File: config.mk
export PLATFORM = sky130hd
export DESIGN_NAME = timer_seq_ctrl
export DESIGN_NICKNAME = d
export VERILOG_FILES = /design/src/rtl/timer_seq_ctrl.sv
export SDC_FILE = /design/constraint.sdc
export NUM_CORES = 1
export LEC_CHECK = 0
export BUFFER_PORTS_ARGS = -buffer_cell sky130_fd_sc_hd__buf_2
export CAP_MARGIN = 40
export CORE_ASPECT_RATIO = 1.1
export CORE_MARGIN = 2
export CORE_UTILIZATION = 50
export DETAILED_ROUTE_END_ITERATION = 16
export GPL_TIMING_DRIVEN = 0
export PLACE_DENSITY = 0.75
export SYNTH_ARGS = -nofsm -noshare
export SYNTH_HDL_FRONTEND = slang
export SYNTH_SLANG_ARGS = --single-unit
export TNS_END_PERCENT = 20
File: constraint.sdc
create_clock -name clk -period 3.05 [get_ports clk]
set_clock_uncertainty 0.2 [all_clocks]
set_input_delay 0.61 -clock clk [delete_from_list [all_inputs] [get_ports clk]]
set_output_delay 0.61 -clock clk [all_outputs]
set_load 0.03 [all_outputs]
File: src/rtl/timer_seq_ctrl.sv
// timer_seq_ctrl: bus-master sequencer for one timer slot.
// On an accepted start it programs auto-reload (addr 1), event-generation
// (addr 3) and control (addr 2), polls the counter (addr 0) every POLL_GAP
// cycles, reports terminal-count events, and disables the timer on a one-shot
// completion or a stop request.
// Ports:
//   clk, arst_n                       clock, async active-low reset
//   start, stop, cfg_arr/down/reload  command port
//   busy, done_irq, evt_cnt, err      status (all registered)
//   t_cs/t_read/t_write/t_addr/t_wdata  timer slot master side (registered)
//   t_rdata, t_rd_done, t_wr_done, t_slave_err, t_decode_err  timer responses
module timer_seq_ctrl #(
  parameter int unsigned POLL_GAP    = 4,
  parameter int unsigned ACK_TIMEOUT = 8,
  parameter int unsigned EVT_W       = 16
) (
  input  logic             clk,
  input  logic             arst_n,
  input  logic             start,
  input  logic             stop,
  input  logic [31:0]      cfg_arr,
  input  logic             cfg_down,
  input  logic             cfg_reload,
  output logic             busy,
  output logic             done_irq,
  output logic [EVT_W-1:0] evt_cnt,
  output logic             err,
  output logic             t_cs,
  output logic             t_read,
  output logic             t_write,
  output logic [3:0]       t_addr,
  output logic [31:0]      t_wdata,
  input  logic [31:0]      t_rdata,
  input  logic             t_rd_done,
  input  logic             t_wr_done,
  input  logic             t_slave_err,
  input  logic             t_decode_err
);

  localparam int unsigned CNT_W = 8;

  typedef enum logic [3:0] {
    S_IDLE, S_WR_ARR, S_ACK_ARR, S_WR_EG, S_ACK_EG, S_WR_CTL, S_ACK_CTL,
    S_GAP, S_RD_CNT, S_WR_OFF, S_ACK_OFF
  } state_e;

  state_e             state_q, state_d;
  logic [31:0]        cfg_arr_q, cfg_arr_d;
  logic               cfg_down_q, cfg_down_d;
  logic               cfg_reload_q, cfg_reload_d;
  logic               stop_q, stop_d;
  logic               hit_prev_q, hit_prev_d;
  logic [CNT_W-1:0]   gap_q, gap_d;
  logic [CNT_W-1:0]   tmo_q, tmo_d;
  logic [EVT_W-1:0]   evt_cnt_q, evt_cnt_d;
  logic               err_q, err_d;
  logic               done_irq_q, done_irq_d;
  logic               busy_q, busy_d;
  logic               t_cs_q, t_cs_d;
  logic               t_read_q, t_read_d;
  logic               t_write_q, t_write_d;
  logic [3:0]         t_addr_q, t_addr_d;
  logic [31:0]        t_wdata_q, t_wdata_d;

  state_e ack_next;
  logic   bus_err;
  logic   hit;
  logic   hit_rise;

  // Successor of each write-acknowledge state
  always_comb begin
    ack_next = S_IDLE;
    unique case (state_q)
      S_ACK_ARR: ack_next = S_WR_EG;
      S_ACK_EG:  ack_next = S_WR_CTL;
      S_ACK_CTL: ack_next = S_GAP;
      default:   ack_next = S_IDLE;
    endcase
  end

  assign bus_err  = t_slave_err | t_decode_err;
  assign hit      = cfg_down_q ? (t_rdata == 32'd0) : (t_rdata >= cfg_arr_q);
  assign hit_rise = hit & ~hit_prev_q;

  // Next-state and status logic
  always_comb begin
    state_d      = state_q;
    cfg_arr_d    = cfg_arr_q;
    cfg_down_d   = cfg_down_q;
    cfg_reload_d = cfg_reload_q;
    stop_d       = stop_q;
    hit_prev_d   = hit_prev_q;
    gap_d        = gap_q;
    tmo_d        = tmo_q;
    evt_cnt_d    = evt_cnt_q;
    err_d        = err_q;
    done_irq_d   = 1'b0;

    if (state_q != S_IDLE && stop) stop_d = 1'b1;

    case (state_q)
      S_IDLE: begin
        if (start) begin
          cfg_arr_d    = cfg_arr;
          cfg_down_d   = cfg_down;
          cfg_reload_d = cfg_reload;
          evt_cnt_d    = '0;
          err_d        = 1'b0;
          stop_d       = 1'b0;
          hit_prev_d   = 1'b0;
          gap_d        = '0;
          tmo_d        = '0;
          state_d      = S_WR_ARR;
        end
      end
      S_WR_ARR, S_WR_EG, S_WR_CTL, S_WR_OFF: begin
        tmo_d = '0;
        if (bus_err) begin
          err_d   = 1'b1;
          state_d = S_IDLE;
        end else begin
          // Each write state is directly followed by its ack state
          state_d = state_e'(4'(state_q) + 4'd1);
        end
      end
      S_ACK_ARR, S_ACK_EG, S_ACK_CTL, S_ACK_OFF: begin
        if (t_wr_done) begin
          tmo_d   = '0;
          state_d = ack_next;
        end else if (tmo_q == CNT_W'(ACK_TIMEOUT - 1)) begin
          tmo_d   = '0;
          err_d   = 1'b1;
          state_d = S_IDLE;
        end else begin
          tmo_d = tmo_q + CNT_W'(1);
        end
      end
      S_GAP: begin
        if (gap_q == CNT_W'(POLL_GAP - 1)) begin
          gap_d   = '0;
          state_d = S_RD_CNT;
        end else begin
          gap_d = gap_q + CNT_W'(1);
        end
      end
      S_RD_CNT: begin
        if (bus_err || !t_rd_done) begin
          err_d   = 1'b1;
          state_d = S_IDLE;
        end else begin
          hit_prev_d = hit;
          if (hit_rise) begin
            done_irq_d = 1'b1;
            if (evt_cnt_q != {EVT_W{1'b1}}) evt_cnt_d = evt_cnt_q + EVT_W'(1);
          end
          // A stop arriving in this very cycle also ends the run here
          if (stop_q || stop || (hit_rise && !cfg_reload_q)) state_d = S_WR_OFF;
          else                                               state_d = S_GAP;
        end
      end
      default: state_d = S_IDLE;
    endcase
  end

  // Bus drive is a function of the upcoming state so it lines up with it
  always_comb begin
    t_cs_d    = 1'b0;
    t_read_d  = 1'b0;
    t_write_d = 1'b0;
    t_addr_d  = 4'd0;
    t_wdata_d = 32'd0;
    busy_d    = (state_d != S_IDLE);
    case (state_d)
      S_WR_ARR: begin
        t_cs_d = 1'b1; t_write_d = 1'b1; t_addr_d = 4'd1;
        t_wdata_d = cfg_arr_d;
      end
      S_WR_EG: begin
        t_cs_d = 1'b1; t_write_d = 1'b1; t_addr_d = 4'd3;
        t_wdata_d = {31'd0, cfg_reload_d};
      end
      S_WR_CTL: begin
        t_cs_d = 1'b1; t_write_d = 1'b1; t_addr_d = 4'd2;
        t_wdata_d = {30'd0, cfg_down_d, 1'b1};
      end
      S_RD_CNT: begin
        t_cs_d = 1'b1; t_read_d = 1'b1; t_addr_d = 4'd0;
      end
      S_WR_OFF: begin
        t_cs_d = 1'b1; t_write_d = 1'b1; t_addr_d = 4'd2;
      end
      default: ;
    endcase
  end

  // State and output registers
  always_ff @(posedge clk or negedge arst_n) begin
    if (!arst_n) begin
      state_q      <= S_IDLE;
      cfg_arr_q    <= '0;
      cfg_down_q   <= 1'b0;
      cfg_reload_q <= 1'b0;
      stop_q       <= 1'b0;
      hit_prev_q   <= 1'b0;
      gap_q        <= '0;
      tmo_q        <= '0;
      evt_cnt_q    <= '0;
      err_q        <= 1'b0;
      done_irq_q   <= 1'b0;
      busy_q       <= 1'b0;
      t_cs_q       <= 1'b0;
      t_read_q     <= 1'b0;
      t_write_q    <= 1'b0;
      t_addr_q     <= '0;
      t_wdata_q    <= '0;
    end else begin
      state_q      <= state_d;
      cfg_arr_q    <= cfg_arr_d;
      cfg_down_q   <= cfg_down_d;
      cfg_reload_q <= cfg_reload_d;
      stop_q       <= stop_d;
      hit_prev_q   <= hit_prev_d;
      gap_q        <= gap_d;
      tmo_q        <= tmo_d;
      evt_cnt_q    <= evt_cnt_d;
      err_q        <= err_d;
      done_irq_q   <= done_irq_d;
      busy_q       <= busy_d;
      t_cs_q       <= t_cs_d;
      t_read_q     <= t_read_d;
      t_write_q    <= t_write_d;
      t_addr_q     <= t_addr_d;
      t_wdata_q    <= t_wdata_d;
    end
  end

  assign busy     = busy_q;
  assign done_irq = done_irq_q;
  assign evt_cnt  = evt_cnt_q;
  assign err      = err_q;
  assign t_cs     = t_cs_q;
  assign t_read   = t_read_q;
  assign t_write  = t_write_q;
  assign t_addr   = t_addr_q;
  assign t_wdata  = t_wdata_q;

endmodule

==> out/qor.txt <==
CP startpoint kind -> input port
Post-synth top area cell -> dfrtp_1
Leak -> 0.00348 µW
Unrepaired setup endpoints after global routing -> true
DR vias/cell -> 5.57
Vias in the first global route -> 5180
# diodes -> 0
Power Dens Cells -> 828 nW/µm²
Initial antenna violation count -> 0
Mapped Cells -> 611
Routed via count -> 5042
Number of buffers added on ports -> 129
HP Class -> input port to asynchronous set/reset pin
Placed Cells -> 892
DR DRC count -> 0
Xor/xnor share of the synthesized area -> 0.148%
Post-CTS Hold Fix Bufs -> 0
Met3 wire len -> 971 µm
Rel. slew slack -> 48.7%
Worst vdd ir -> 0.478 mV
Commonest non-fill, non-tap cells in the layout -> buf_2 (132), dfrtp_1 (111), nand2_1 (86), o21ai_0 (66), inv_1 (44)
Die ar. -> 12700 µm²
Num CTS Buffers -> 9
Worst slew pin tran -> 0.767 ns
Syn-to-layout area delta -> 20.1%
Post-DP HPWL -> 11200 µm
Top Layer Used -> met4
Crit-path cells -> buf_2 -> nor4_1 -> nand4_1 -> o21ai_0 -> o2111a_1 -> o21ai_1 -> buf_2 -> or4_1 -> nand2_1
FMAX -> 0.343 GHz
R2r setup slk -> 0.16 ns
Initial Util -> 51.3%
Commonest non-fill, non-tap cell in the layout -> buf_2
Detailed-router iteration count before antenna repair -> 5
Met2 wire length -> 7270 µm
Final Wtd Congestion -> 0.998
Chip Width -> 108 µm
Mean Syn Cell Area -> 9.65 µm²
Largest family of logic cells by synthesized area -> simple AND/OR/NAND/NOR gates
Mapped Area -> 5900 µm²
Gr usage total -> 24.0%
Netlist cell types -> 64
Largest net degree at the start of global routing -> 62
Worst-path clk slew -> 0.07 ns
Seq/Total Area, Yosys -> 47.5%
Fin crit share -> 95.6%
Synth Area in Compound Gates -> 15.6%
Worst setup path startpoint -> t_rdata[8]
Ys async rst share -> 100%
Post-synth EDFFs -> 0
Max cap viols -> 0
Crit path arrival time -> 3.01 ns
Reg area -> 2800 µm²
CP max stage delay -> 0.50 ns
CTS tree -> yes
Crit path capture type -> register
Die Y-Extent -> 118 µm
Req. time, crit path -> 3.14 ns
CP max FO -> 10
Worst path depth -> 9
Worst-Skew Late Latency -> 0.35 ns
Setup crit end -> evt_cnt[14]
Global route overflow -> 0
Reg2reg start -> cfg_arr_q[15]
Multi-input combinational cell area -> 2860 µm²
Largest cells by area after synthesis -> dfrtp_1 (48%), ha_1 (8.3%), o21ai_0 (5.6%), nand2_1 (5.5%), nor2b_2 (4.5%)
Final Max Tran Viols -> 0
Post-CTS setup buffers -> 0
Top cell type's share of synthesized area -> 47.5%
Final Hold Fails -> 0
Root Buffer Master -> clkbuf_16
Finished Core Util -> 61.6%
FILL cells -> 990
Crit Path Class -> input port to register
Final wirelength -> 14800 µm
Placement Rows -> 41
I/O pins -> 132
Synthesis warning total -> 0
Layout Nets -> 864
Metal1 wirelength -> 6190 µm
H-tree Lvls -> 3
Mux share of post-synthesis cell area -> 0.339%
Post-route ant nets -> 0
Buf/Inv on CP -> 2
Max clock buf depth -> 2
Slowest cell on crit path -> o21ai_0
Wirelength per Cell -> 16.3 µm
Worst r2r dst -> evt_cnt[14]
First DRT Iteration DRCs -> 269
R2R cell count -> 10
# setup viols final -> 0
Fraction of layout cells with a size suffix above 1 -> 26.8%
Tot Pwr -> 5860 µW
Critical Path Most Common Cell -> buf_2
Delay-heaviest family, CP -> simple AND/OR/NAND/NOR gates
Outcome -> complete, no violations
Layout Cells excl Fill -> 905
Clk sinks -> 112
Core area -> 11500 µm²
First-pass GRT wire length -> 24500 µm
Adder-Cell Fraction of Synth Area -> 8.44%
Fin crit period -> 2.92 ns
Dominant synthesized flop cell -> dfrtp_1
Synth Register Bits -> 112
Synth Area in Simple Gates -> 22.9%
[state kept, by name, indices dropped and copies added, names as in the netlist]
name	count
t_write	1
tmo_q	8
stop_q	1
cfg_down_q	1
t_cs	1
done_irq	1
cfg_arr_q	32
busy	1
t_wdata	32
gap_q	8
t_read	1
hit_prev_q	1
state_q	4
evt_cnt	16
err	1
t_addr	2
cfg_reload_q	1
[per-layer routing]
layer,vias to the layer above,global-route usage (%)
met2,163,39.3
met4,0,8.97
met3,28,6.20
met1,2392,30.4
li1,2459,-
met5,-,0
[Yosys cell counts (all sizes together) (2+ instances only)]
cell     count
nand2       86
clkbuf      19
o21a         2
a31oi        6
a221oi       3
o211ai      17
or4         13
a211oi       3
nor4        13
a21boi       2
and2         7
nor2b       34
o31ai        3
mux2i        2
o2111ai      3
nand3       15
ha          39
and4         2
dfrtp      112
and3        13
a21o         5
buf          6
inv         44
or2          2
nor3         7
nor3b        2
a21oi       16
o21ai       70
nand2b       7
nor2        23
a221o        2
o221ai       2
nand4       14
[cells by family (layout without fill, tap and decap cells)]
family | count (synthesis) | after routing
other | 1 | 2
buffers and inverters | 69 | 212
DFF | 112 | 112
muxes | 2 | 2
xor gates and xnor gates | 1 | 1
and+or+nand+nor | 242 | 242
AOI/OAI and AO/OA | 144 | 144
adders and majority gates | 40 | 40
[how the worst min path moves through the flow]
stage / startpoint / slack, ns / end / depth (start not counted)
floorplan: arst_n / 0.11 / busy / 0
global placement: tmo_q[7] / 0.27 / tmo_q[7] / 1
detailed placement: gap_q[7] / 0.29 / gap_q[7] / 1
CTS: arst_n / 0.13 / tmo_q[6] / 1
global route: arst_n / 0.15 / tmo_q[5] / 1
finish: arst_n / 0.09 / tmo_q[7] / 1
[report_power, final]
part           total, µW  switching [µW]  internal [µW]
registers           2030             137           1890
clock network       1100             546            556
logic               2730            1740            991
[worst reg2reg max path, stage by stage, from the launching register on]
cell and delay (ns):
dfrtp_1 0.32, inv_1 0.05, ha_1 0.30, nand4_1 0.15, nor3_2 0.19, or4b_4 0.50, a31oi_4 0.23, o21ai_1 0.12
buf_2 0.20, or4_1 0.48, nand2_1 0.08
[through the flow]
| stage | hold slack [ns] | worst slack [ns] | TNS (ns) | instance area (µm²) |
|---|---|---|---|---|
| 3_5_place_dp | 0.287 | -0.571 | -9.30 | 6770 |
| 2_1_floorplan | 0.114 | 0.0146 | 0 | 5900 |
| 5_1_grt | 0.146 | -0.0291 | -0.585 | 7080 |
| 6_report | 0.0950 | 0.135 | 0 | 7080 |
| 3_3_place_gp | 0.271 | -0.541 | -20.52 | 6740 |
| 4_1_cts | 0.127 | 0.0133 | 0 | 7050 |
[layout make-up]
class	instances	area share [%]
Buffer	23	1.73
Inverter	44	2.33
Sequential cell	112	39.6
Tap cell	150	2.65
Clock buffer	11	3.29
Timing Repair Buffer	130	9.54
Clock inverter	4	0.424
Multi-Input combinational cell	431	40.4
[repair_timing]
item | CTS | global route
pin swaps | 0 | 4
setup endpoints to repair | 18 | 56
gates resized for setup | 5 | 14
gates cloned | 0 | 0
(Power assumes the default switching activity.)
